**config.mk**
```make
export PLATFORM = sky130hd
export DESIGN_NAME = bus_arbiter
export DESIGN_NICKNAME = d
export VERILOG_FILES = /design/src/rtl/bus_arbiter.sv
export SDC_FILE = /design/constraint.sdc
export NUM_CORES = 1
export LEC_CHECK = 0
export CORE_ASPECT_RATIO = 1.2
export CORE_UTILIZATION = 45
export CTS_CLUSTER_DIAMETER = 40
export DETAILED_ROUTE_END_ITERATION = 6
export HOLD_SLACK_MARGIN = 0.08
export PLACE_DENSITY = 0.71
export SYNTH_ARGS = -nofsm -noshare
export SYNTH_HDL_FRONTEND = slang
export SYNTH_SLANG_ARGS = --single-unit
```
**constraint.sdc**
```tcl
create_clock -name clk -period 6.7 [get_ports clk]
set_input_delay 1.005 -clock clk [delete_from_list [all_inputs] [get_ports clk]]
set_output_delay 1.005 -clock clk [all_outputs]
set_load 0.02 [all_outputs]
```
**src/rtl/bus_arbiter.sv**
```systemverilog
// Round-robin bus arbiter with per-grant watchdog.
// One owner at a time, one idle cycle between consecutive grants.
module bus_arbiter #(
    parameter int unsigned N_MASTER = 16,
    parameter int unsigned TIMEOUT  = 1024
) (
    input  logic                clk,
    input  logic                rst,
    input  logic [N_MASTER-1:0] request,
    input  logic                done,
    output logic [N_MASTER-1:0] grant,
    output logic [3:0]          grant_id,
    output logic                busy,
    output logic                timeout_err
);

    localparam int unsigned WDW = $clog2(TIMEOUT);

    typedef enum logic {
        IDLE  = 1'b0,
        OWNED = 1'b1
    } state_t;

    state_t              state_q, state_d;
    logic [N_MASTER-1:0] grant_q, grant_d;
    logic [3:0]          gid_q, gid_d;
    logic [3:0]          ptr_q, ptr_d;
    logic [WDW-1:0]      wd_q, wd_d;
    logic                terr_q, terr_d;

    logic [15:0]         req16;
    logic [15:0]         oh;
    logic                pick_vld;
    logic [3:0]          pick_id;
    logic [4:0]          sum;
    logic                rel_done;
    logic                rel_wdraw;
    logic                expire;

    assign req16 = 16'(request);

    // Rotating search starting at ptr, first set request wins.
    always_comb begin
        pick_vld = 1'b0;
        pick_id  = 4'd0;
        sum      = 5'd0;
        for (int i = 0; i < int'(N_MASTER); i++) begin
            sum = {1'b0, ptr_q} + 5'(i);
            if (sum >= 5'(N_MASTER)) begin
                sum = sum - 5'(N_MASTER);
            end
            if (!pick_vld && req16[sum[3:0]]) begin
                pick_vld = 1'b1;
                pick_id  = sum[3:0];
            end
        end
    end

    assign oh        = 16'd1 << pick_id;
    assign rel_done  = done;
    assign rel_wdraw = ~req16[gid_q];
    assign expire    = (wd_q == WDW'(TIMEOUT - 1));

    always_comb begin
        state_d = state_q;
        grant_d = grant_q;
        gid_d   = gid_q;
        ptr_d   = ptr_q;
        wd_d    = wd_q;
        terr_d  = 1'b0;
        unique case (state_q)
            IDLE: begin
                if (pick_vld) begin
                    state_d = OWNED;
                    grant_d = oh[N_MASTER-1:0];
                    gid_d   = pick_id;
                    wd_d    = '0;
                    if (pick_id == 4'(N_MASTER - 1)) begin
                        ptr_d = 4'd0;
                    end else begin
                        ptr_d = pick_id + 4'd1;
                    end
                end
            end
            OWNED: begin
                if (rel_done || rel_wdraw || expire) begin
                    state_d = IDLE;
                    grant_d = '0;
                    gid_d   = 4'd0;
                    wd_d    = '0;
                    // Watchdog only flags when nothing else released the bus.
                    terr_d  = expire && !rel_done && !rel_wdraw;
                end else begin
                    wd_d = wd_q + WDW'(1);
                end
            end
            default: begin
                state_d = IDLE;
                grant_d = '0;
                gid_d   = 4'd0;
                wd_d    = '0;
            end
        endcase
    end

    always_ff @(posedge clk) begin
        if (rst) begin
            state_q <= IDLE;
            grant_q <= '0;
            gid_q   <= 4'd0;
            ptr_q   <= 4'd0;
            wd_q    <= '0;
            terr_q  <= 1'b0;
        end else begin
            state_q <= state_d;
            grant_q <= grant_d;
            gid_q   <= gid_d;
            ptr_q   <= ptr_d;
            wd_q    <= wd_d;
            terr_q  <= terr_d;
        end
    end

    assign grant       = grant_q;
    assign grant_id    = gid_q;
    assign busy        = (state_q == OWNED);
    assign timeout_err = terr_q;

endmodule

```
**Yosys cells after proc, flatten, opt, wreduce, memory -nomap -nowiden**

Index checks and enable logic that the tools add are counted.

- Add/subtract/negate cells: 33
- Order comparisons: 33
- Equal/unequal tests: 4
- Shift-type cells: 1
- Muxes and demuxes: 95
- Bitwise operators: 3
- Reduce and logical (&&, ||, !) cells: 38

Operators by type and width:

| cell | number |
|---|---|
| $mux W4 | 35 |
| $lt A4 B5 Y1 const B | 17 |
| $ge A5 B5 Y1 const B | 15 |
| $bmux W1 S4 | 17 |
| $sub A4 B1 Y4 const B | 16 |
| $add A4 B4 Y5 const B | 8 |
| $mux W1 | 35 |
| $mux W16 | 2 |
| $pmux W16 S2 | 1 |
| $add A4 B3 Y5 const B | 4 |
| $mux W10 | 2 |
| $pmux W10 S2 | 1 |
| $logic_and A1 B1 Y1 | 17 |
| $logic_not A1 Y1 | 16 |
| $shl A1 B4 Y16 const A | 1 |
| $add A10 B1 Y10 const B | 1 |
| $add A4 B2 Y5 const B | 2 |
| $eq A10 B10 Y1 const B | 1 |
| $pmux W4 S2 | 1 |
| $add A4 B1 Y5 const B | 1 |
| $ge A4 B5 Y1 const B | 1 |
| $add A4 B1 Y4 const B | 1 |
| $eq A4 B4 Y1 const B | 1 |
| $reduce_and A2 Y1 | 2 |
| other kinds (6) | 9 |

- Bits in registers: 36
- Input port bits: 19
- Output and inout bits: 22
- Word-level logic and storage cells: 213

**Depth between registers and ports, before layout**

- Depth in word-level cells: 53
- Gate-level depth with buffers: 21
- Mapped depth without buffers: 15

**Worst setup path after synthesis**

No wires, ideal clock.

- Path kind: register to register
- From: register ptr_q[1]
- To: register grant_q[3], in the netlist grant[3]
- Library setup time: 0.070 ns
- Data arrival time: 5.116 ns
- Data required time: 6.630 ns
- Setup slack: 1.514 ns
- Cell stages (with the launch flop): 19
- Buffers on the path: 6
- Clock period less this slack: 5.186 ns
- Cells stage by stage: dfxtp_1 buf_6 buf_8 clkbuf_1 inv_1 ha_1 buf_2 buf_2 mux4_2 mux4_2 nor4b_4 and4_1 buf_6 a311oi_1 o41ai_4 ha_1 inv_1 or4_1 a21oi_1

- Word-level cells in the longest chain between the ends: 53
- Elaborated cells between the ends (all ways): 162
- Those cells by class: add/sub (31); order compare (16); eq/ne (1); shift (1); mux (82); reduce/logical (31)

Ends and longest elaborated chain:

| element | RTL line | source |
|---|---|---|
| start, declared | 27 | `logic [3:0] ptr_q, ptr_d;` |
| start signal, assigned | 118 | `ptr_q <= ptr_d;` |
| branches (longest 53 deep; another with $add A4 B1 Y5) | - |  |
| end signal, assigned | 116 | `grant_q <= grant_d;` |
| end, declared | 25 | `logic [N_MASTER-1:0] grant_q, grant_d;` |

Several ways; the timed one is not identified. The select of a mux whose other input is x is not followed.
A chain may end at the register's enable or synchronous reset.

**Worst setup path in the final report**

Ends and elaborated chain as after synthesis.

==> impl_metrics.yaml <==
clock_tree:
  cts_root_buf: "clkbuf_8"
  ctsResizeCount: 0
  cts_tree: "built"
  clkLatencyLatePin_ns: 0.28
  htreeDepth: 2
  clkTransAtPathRegs_ns: 0.07
  post-cts-setup-buffers: 0
  cts_hold_buffers: 0
  cts_buffers: 5
  clock-sinks: 36
  clk_path_buf_depth: 2
yosys:
  synth.distinct_cells: 69
  synth_top_family_by_area: "multiplexers"
  synth_edf_count: 0
  syn_inst: 483
  avgSynthCellArea_um2: 8.89
  syn-num-nets: 515
  synth_area_um2: 4300
  synth_flop_cell: "dfxtp_1"
  synthTopCellsByArea: "dfxtp_1 17%, mux4_2 16%, mux4_1 6.1%, nand2_1 4.8%, mux2_2 4.5%"
  synth_xor_area_share_pct: 2.65
  ys_seq_area_share_pct: 16.8
  synth-simple-area-share_pct: 20.0
  ys_ff_latch: 36
  synth_compound_area_share_pct: 19.1
  yosysWarnings: 0
  yosysTopAreaCell: "dfxtp_1"
  synth_mux_area_share_pct: 32.3
  yosys.area_share.adder_pct: 3.79
  ys_top_cells_by_count: "55 x nand2_1, 39 x nor2_1, 38 x a21oi_1"
  synth_top_area_share_pct: 16.8
  yosys.cell_count.top_type: "nand2_1"
  async_flop_share_pct: 0
routing:
  first_iter_violations: 346
  wire_per_inst_um: 19.3
  routed_wl_um: 12100
  viasPerCell: 6.53
  drcViolationCount: 0
  drtAntennaViolNets: 0
  vias: 4099
  dr.pass1.iters: 6
setup_path:
  crit_type: "reg2reg"
  slowest_stage: "ha_1"
  crit_chain: "inv_1 -> ha_1 -> mux2_2 -> mux4_2 -> mux2i_2 -> and3b_1 -> and4_1 -> a311oi_1 -> o41ai_4 -> ha_1 -> inv_1 -> or4_1 -> a21oi_1"
  crit_family: "multiplexers"
  required_ns: 6.92
  reg2reg_depth: 13
  path_max_fanout: 21
  startpoint_type: "flop"
  timing.rr.end: "grant[3]"
  reg2reg_slack_ns: 1.24
  crit_arrival_ns: 5.68
  cp.depth: 13
  crit_end: "grant[3]"
  cp.buffers_inverters: 2
  critPathMaxStageDelay_ns: 0.98
  critPathLaunch: "ptr_q[1]"
  end_kind: "flop"
  r2r_start: "ptr_q[1]"
worst_hold_path:
  hp-class: "reg2reg"
sta:
  fin_skew_ns: 0.00970
  worst_pin_slew_ns: 0.954
  fin_setup_tns_ns: 0
  slew_viol_final: 0
  slew_headroom_pct: 36.4
  finalHoldViolCount: 0
  fin_crit_sh_pct: 81.5
  finalSetupViolCount: 0
  period_needed_ns: 5.46
  rsz0062_at_grt: "no"
  max_freq_mhz: 183
global_routing:
  grt_max_degree: 30
  gr-total-overflow: 0
  grt_use_total_pct: 25.1
  antenna_found_initial: 0
  grt_pass1_wl_um: 20100
  first_global_vias: 3979
final_layout:
  nets: 539
  n_fill_cell: 850
  n_antenna_cell: 0
  layout-drive-gt1-share_pct: 14.6
  syn_to_final_growth_pct: 12.5
floorplan:
  rows: 38
  io_pins: 41
  start_util_pct: 46.8
  die_w_um: 91.2
  die_h_um: 109
  dieArea_um2: 9940
  core_um2: 9180
placed_design:
  io_buffer_count: 40
  place_congestion: 1.00
  dp_hpwl_um: 9130
status:
  status: "finished clean"
run:
  max_cap_viol_count: 0
==> how the worst min path moves through the flow <==
stage                   start  slack [ns]         to  cells past startpoint
global placement    grant[10]        0.44  grant[10]                      2
CTS                  grant[7]        0.46   grant[7]                      2
finish               grant[7]        0.45   grant[7]                      2
detailed placement   grant[7]        0.45   grant[7]                      2
floorplan             wd_q[9]        0.46    wd_q[9]                      2
global route        grant[11]        0.48  grant[11]                      2
==> flip-flops by register name, indices dropped and copies added (netlist names) <==
signal	count
busy	1
grant	16
grant_id	4
ptr_q	4
timeout_err	1
wd_q	10
==> worst register-to-register path, delay by kind of cell (launching register included) <==
| family | cells | cell delay [ns] |
|---|---|---|
| multiplexers | 3 | 1.37 |
| AND/OR/NAND/NOR | 3 | 1.36 |
| flip-flops | 1 | 0.33 |
| AO/OA/AOI/OAI | 3 | 0.81 |
| adder cells (fa/ha/maj) | 2 | 1.27 |
| buffers and inverters | 2 | 0.25 |
==> metal layers <==
metal	track usage (%)	vias up	share of wire, %
met1	31.9	1956	40
met2	43.5	185	49
met3	3.21	41	7.2
li1	-	1917	-
met5	0	-	0
met4	10.2	0	3.5
==> through the flow <==
stage | hold slack (ns) | cell area, µm² | setup WS [ns] | instances | utilization (%)
floorplan | 0.458 | 4300 | 1.51 | 483 | -
global placement | 0.444 | 4750 | 1.30 | 620 | 51.7
detailed placement | 0.447 | 4750 | 1.25 | 620 | 51.7
CTS | 0.458 | 4830 | 1.31 | 628 | 52.7
global route | 0.483 | 4830 | 0.842 | 628 | 52.7
finish | 0.454 | 4830 | 1.24 | 628 | 52.7
==> cell families (layout without fill, tap and decap cells) <==
| logic type | count (synthesis) | in the layout |
|---|---|---|
| AOI/OAI and AO/OA | 120 | 120 |
| xor gates and xnor gates | 13 | 13 |
| adders and majority gates | 13 | 13 |
| buffers and inverters | 51 | 76 |
| DFF | 36 | 36 |
| muxes | 80 | 80 |
| and+or+nand+nor | 170 | 170 |
==> cells in the final DEF (no fill, tap or decap), types with 13 or more instances in the layout <==
master	netlist	final
mux2_2	17	17
a21oi_1	38	38
dfxtp_1	36	36
o21ai_0	24	24
nand2_1	55	55
clkdlybuf4s50_1	0	40
ha_1	13	13
mux4_2	30	30
nor2_1	39	39
mux2i_1	13	13
inv_1	16	16
==> final cells by class <==
cell class | count | area [µm²] | share of cell area, %
clock buffer | 7 | 76.3 | 1.58
clock inverter | 1 | 8.76 | 0.181
inverter | 20 | 75.1 | 1.55
multi-input combinational | 396 | 3340 | 69.1
sequential | 36 | 721 | 14.9
tap | 120 | 150 | 3.11
timing repair buffer | 48 | 460 | 9.53
Power is left out: the tool's default activity adds up to more than one toggle a clock period on the data nets, which glitch-free logic cannot reach.
